[src/rtl/dma_datapath_prims.sv]
// Purpose: DMA datapath primitives -- rewindable FWFT FIFO, loadable up-counter, enabled register.
// Latency: one clk for every state update; FIFO data and all flags are combinational from state.
// Backpressure: none; push when full / pop when empty is dropped, the DMA FSM watches the flags.
//
// Ports:
//   clk, rst (async, active-low)                     shared by all three slices
//   fifo_rst/fifo_enable/fifo_wr_rd/fifo_old_add_flag FIFO controls; fifo_in/fifo_out data
//   full/empty/empty_partial                          FIFO occupancy flags
//   cnt_rst/cnt_en/cnt_load/cnt_data_in -> cnt, end_cnt
//   reg_rst/reg_en/reg_data_in -> reg_data_out
module dma_datapath_prims #(
    parameter int DATA       = 16,
    parameter int ADDR_SIZE  = 5,
    parameter int DIV_FACTOR = 3,
    parameter int CNT_L      = 15,
    parameter int REG_DEPTH  = 16
) (
    input  logic                 clk,
    input  logic                 rst,
    input  logic                 fifo_rst,
    input  logic                 fifo_enable,
    input  logic                 fifo_wr_rd,
    input  logic                 fifo_old_add_flag,
    input  logic [DATA-1:0]      fifo_in,
    output logic [DATA-1:0]      fifo_out,
    output logic                 full,
    output logic                 empty,
    output logic                 empty_partial,
    input  logic                 cnt_rst,
    input  logic                 cnt_en,
    input  logic                 cnt_load,
    input  logic [CNT_L-1:0]     cnt_data_in,
    output logic [CNT_L-1:0]     cnt,
    output logic                 end_cnt,
    input  logic                 reg_rst,
    input  logic                 reg_en,
    input  logic [REG_DEPTH-1:0] reg_data_in,
    output logic [REG_DEPTH-1:0] reg_data_out
);

    localparam int                 DEPTH     = 1 << ADDR_SIZE;
    localparam logic [ADDR_SIZE:0] DEPTH_OCC = (ADDR_SIZE+1)'(DEPTH);
    localparam logic [ADDR_SIZE:0] PART_THR  = DEPTH_OCC >> DIV_FACTOR;
    localparam logic [ADDR_SIZE:0] OCC_ONE   = (ADDR_SIZE+1)'(1);
    localparam logic [ADDR_SIZE-1:0] PTR_ONE = ADDR_SIZE'(1);
    localparam logic [CNT_L-1:0]   CNT_ONE   = CNT_L'(1);

    // ---------------- FIFO ----------------
    logic [DATA-1:0]      mem [DEPTH];
    logic [ADDR_SIZE-1:0] rd_ptr, wr_ptr;
    logic [ADDR_SIZE:0]   occ;
    logic                 do_wr, do_rd, rew_wr, rew_rd;

    assign full          = (occ == DEPTH_OCC);
    assign empty         = (occ == '0);
    assign empty_partial = (occ <= PART_THR);
    assign fifo_out      = mem[rd_ptr];

    // The rewind request wins over a normal access in the same cycle.
    assign do_wr  = !fifo_old_add_flag && fifo_enable &&  fifo_wr_rd && !full;
    assign do_rd  = !fifo_old_add_flag && fifo_enable && !fifo_wr_rd && !empty;
    // Write-side rewind needs a word to discard; read-side rewind needs a free slot to re-present.
    assign rew_wr =  fifo_old_add_flag &&  fifo_wr_rd && !empty;
    assign rew_rd =  fifo_old_add_flag && !fifo_wr_rd && !full;

    always_ff @(posedge clk or negedge rst) begin
        if (!rst) begin
            rd_ptr <= '0;
            wr_ptr <= '0;
            occ    <= '0;
        end else if (fifo_rst) begin
            rd_ptr <= '0;
            wr_ptr <= '0;
            occ    <= '0;
        end else if (do_wr) begin
            wr_ptr <= wr_ptr + PTR_ONE;
            occ    <= occ + OCC_ONE;
        end else if (do_rd) begin
            rd_ptr <= rd_ptr + PTR_ONE;
            occ    <= occ - OCC_ONE;
        end else if (rew_wr) begin
            wr_ptr <= wr_ptr - PTR_ONE;
            occ    <= occ - OCC_ONE;
        end else if (rew_rd) begin
            rd_ptr <= rd_ptr - PTR_ONE;
            occ    <= occ + OCC_ONE;
        end
    end

    // Storage is deliberately left out of reset.
    always_ff @(posedge clk) begin
        if (!fifo_rst && do_wr) begin
            mem[wr_ptr] <= fifo_in;
        end
    end

    // ---------------- Counter ----------------
    assign end_cnt = (cnt == '1);

    always_ff @(posedge clk or negedge rst) begin
        if (!rst) begin
            cnt <= '0;
        end else if (cnt_rst) begin
            cnt <= '0;
        end else if (cnt_en) begin
            cnt <= cnt_load ? cnt_data_in : cnt + CNT_ONE;
        end
    end

    // ---------------- Register ----------------
    always_ff @(posedge clk or negedge rst) begin
        if (!rst) begin
            reg_data_out <= '0;
        end else if (reg_rst) begin
            reg_data_out <= '0;
        end else if (reg_en) begin
            reg_data_out <= reg_data_in;
        end
    end

endmodule

[config.mk]
export PLATFORM = sky130hd
export DESIGN_NAME = dma_datapath_prims
export DESIGN_NICKNAME = d
export VERILOG_FILES = /design/src/rtl/dma_datapath_prims.sv
export SDC_FILE = /design/constraint.sdc
export NUM_CORES = 1
export LEC_CHECK = 0
export CAP_MARGIN = 20
export CORE_UTILIZATION = 50
export CTS_BUF_LIST = sky130_fd_sc_hd__clkbuf_4 sky130_fd_sc_hd__clkbuf_8
export CTS_CLUSTER_DIAMETER = 150
export DETAILED_ROUTE_END_ITERATION = 16
export MAX_ROUTING_LAYER = met4
export PLACE_DENSITY = 0.68
export REMOVE_ABC_BUFFERS = 1
export SLEW_MARGIN = 30
export SYNTH_ARGS = -nofsm -noshare
export SYNTH_HDL_FRONTEND = slang
export SYNTH_SLANG_ARGS = --single-unit
[constraint.sdc]
create_clock -name clk -period 3.5 [get_ports clk]
set_input_delay 0.875 -clock clk [delete_from_list [all_inputs] [get_ports clk]]
set_output_delay 0.875 -clock clk [all_outputs]
set_load 0.005 [all_outputs]
==> flow_metrics.py <==
metrics = {
    "min_path": {
        "min_path_type": "primary input to asynchronous set/reset pin",
    },
    "floorplanning": {
        "die_y_um": 214,
        "die_x_um": 214,
        "ioPinCount": 109,
        "dieArea_um2": 45800,
        "core-area_um2": 44300,
        "start_util_pct": 50.7,
        "num_rows": 77,
    },
    "power": {
        "irDropWorstVdd_v": 0.000342,
        "total_power_mw": 19.0,
        "power.leakage_nw": 9.31,
        "p_per_area_nw_per_um2": 679,
    },
    "routing": {
        "wire_per_inst_um": 25.9,
        "drt_wl_total_mm": 54.5,
        "avgViaCountPerCell": 5.91,
        "ant_nets": 0,
        "drt_iter0_drc": 1268,
        "dr_total_vias": 12500,
        "firstDrtPassIters": 5,
        "drc": 0,
    },
    "critical_path": {
        "crit_start": "rd_ptr[0]",
        "cp.arrival_ns": 2.79,
        "path_delay_family": "buffers and inverters",
        "worstRegToRegCells": 11,
        "cp_num_cells": 9,
        "max_stage_delay_ns": 0.51,
        "crit_required_ns": 2.62,
        "crit-reg2reg-launch": "occ[0]",
        "crit_fanout": 4,
        "crit_path_end_kind": "primary output",
        "path_common_cell": "buf_12",
        "worstSetupStartpointType": "flop",
        "crit_chain": "buf_12 > buf_12 > buf_16 > buf_8 > mux4_2 > nand2b_4 > o211ai_1 > a221oi_2 > buf_2",
        "critPathBufInv": 5,
        "slowest_stage": "dfrtp_4",
        "critPathKind": "flop to primary output",
    },
    "synth": {
        "yosysSeqAreaShare_pct": 73.6,
        "yosys_register_bits": 559,
        "ys_warn_count": 0,
        "synth_cell_types": 57,
        "synth-edff-count": 512,
        "syn_area_um2": 22500,
        "syn-instance-count": 1164,
        "synthFlopType": "edfxtp_1",
        "syn_area_per_cell_um2": 19.3,
        "synthArstFlopShare_pct": 8.41,
    },
    "timing": {
        "setup_viol": 16,
        "finClkSkew_ns": 0.0294,
        "maxSlewHeadroom_pct": 38.2,
        "slew_viol_final": 0,
        "final.period_utilization_pct": 105,
        "tightest_slew_ns": 0.924,
        "holdWs_ns": 0.287,
        "fin_crit_ns": 3.66,
        "fin_tns_setup_ns": -1.69,
        "fmax_mhz": 273,
        "rsz0062_at_grt": "yes",
        "fin_ws_ns": -0.162,
        "hold_viol": 0,
    },
    "grt": {
        "use_met2_pct": 40.3,
        "overflow": 0,
        "grt_pass1_vias": 13000,
        "grt_busiest_layer": "met2",
        "grt_use_met3_pct": 4.24,
        "grt_pass1_wl_mm": 82.7,
        "use_met1_pct": 34.1,
        "grt_max_degree": 39,
        "antenna_found_initial": 0,
        "grt_usage_pct": 25.3,
    },
    "clock_tree": {
        "cts.sink_count": 559,
        "h-tree-depth": 3,
        "root_buffer": "clkbuf_8",
        "clk_pin_slew_ns": 0.06,
        "cts_tree": "done",
        "max-clock-path-buffers": 3,
        "clock_latency_ns": 0.65,
        "cts_buffers": 88,
    },
    "final_layout": {
        "diodes": 0,
        "multiInputGateArea_um2": 5920,
        "area_growth_pct": 24.4,
        "final_util_pct": 63.1,
        "finalNetCount": 1517,
        "drive_above_1_share_pct": 34.2,
        "n_fill_cell": 3130,
        "register_area_um2": 16600,
    },
    "run": {
        "maxCapViolations": 0,
    },
    "run_status": {
        "violations": "negative setup slack",
        "status": "finished with violations",
    },
    "place": {
        "numPortBuffers": 108,
        "gp_congestion": 0.847,
        "dp_hpwl_mm": 32.9,
    },
}
final timing paths:
path | to | slack, ns
max | fifo_out[5] | -0.16
min | cnt[3] | 0.29
max reg2reg | rd_ptr[4] | 0.51
min reg2reg | reg_data_out[2] | 0.52
max in group asynchronous | occ[0] | 2.45
min in group clk | reg_data_out[2] | 0.52
worst reg2reg max path, delay by kind of cell, from the launching register on:
family                     cells  cell delay [ns]
AOI/OAI and AO/OA              3             0.66
DFF                            1             0.44
muxes                          1             0.35
and+or+nand+nor                2             0.59
buffers and inverters          2             0.31
adders and majority gates      2             0.44
xor gates and xnor gates       1             0.12
Yosys cell counts (all sizes together) (7+ instances only):
cell / count / share of area (%)
buf: 30 / 0.69
nor2b: 20 / 0.56
ha: 12 / 0.67
o21ai: 11 / 0.26
xnor2: 7 / 0.27
edfxtp: 512 / 68
a22oi: 7 / 0.23
nand2b: 20 / 0.56
inv: 9 / 0.15
a21oi: 11 / 0.24
o211ai: 16 / 0.53
a211oi: 19 / 0.63
nand2: 21 / 0.35
a221oi: 33 / 1.3
mux2i: 42 / 1.9
mux4: 128 / 13
nor2: 91 / 1.5
dfrtp: 47 / 5.2
nand3: 12 / 0.27
clkbuf: 41 / 0.68
report_power, final:
part	internal, mW	switching [mW]
Combinational	3.08	2.72
Sequential	7.43	0.255
Clock	2.95	2.57
layer usage:
metal / vias to the layer above / wire (um)
met4: 0 / 989
met5: - / 0
li1: 5350 / -
met3: 70 / 4200
met1: 6505 / 22400
met2: 543 / 27000
stage by stage:
step                setup WS, ns  cell area (um^2)  cells
global route              -0.257             28000   2108
floorplan                  -3.57             22200   1093
global placement           0.110             25500   1920
detailed placement        0.0806             25500   1920
CTS                       -0.213             27900   2108
finish                    -0.162             28000   2108
flip-flops by register name, indices dropped and copies added (netlist names):
register,flops
reg_data_out,16
occ,6
wr_ptr,5
cnt,15
mem,512
rd_ptr,5
logic make-up (layout without fill, tap and decap cells):
group | Yosys count | count (layout) | share of synthesized area [%]
AO/OA/AOI/OAI | 126 | 126 | 4.28
flip-flops | 559 | 559 | 73.6
XOR/XNOR | 13 | 13 | 0.507
buffers and inverters | 80 | 432 | 1.53
AND/OR/NAND/NOR | 199 | 199 | 4.35
multiplexers | 173 | 173 | 14.8
adder cells (fa/ha/maj) | 14 | 14 | 0.846
cell usage in the layout (no fill, tap or decap), types with 10 or more instances in the layout:
cell and instances:
clkbuf_4 24, mux4_2 128, a221oi_2 30, clkinv_1 20
clkinv_2 15, edfxtp_1 512, nand2_1 21, a211oi_2 10
nand2b_1 17, o21ai_0 10, dfrtp_1 40, buf_12 49
clkbuf_8 93, buf_2 17, buf_4 89, nor2_1 81
clkdlybuf4s50_1 90, nand3_1 12, a21oi_1 11, mux2i_1 40
nor2b_1 16, o211ai_1 16, ha_1 12
area by class of cell:
type	instances	share of cell area, %
multi-input cells	525	21.2
clock inverters	44	1.04
repair buffers	262	10.6
well taps	592	2.65
clock buffers	117	5.22
inverters	9	0.121
flip-flops and latches	559	59.2
repair_timing:
action | CTS | global route
buffers inserted | 22 | 0
endpoints found under the hold margin | 0 | 0
endpoints found under the setup margin | 19 | 19
pin swaps | 35 | 13
gates resized for setup | 123 | 18
hold buffers | 0 | 0
cloned | 5 | 0
Note: power is estimated with default switching activity, not from simulation.
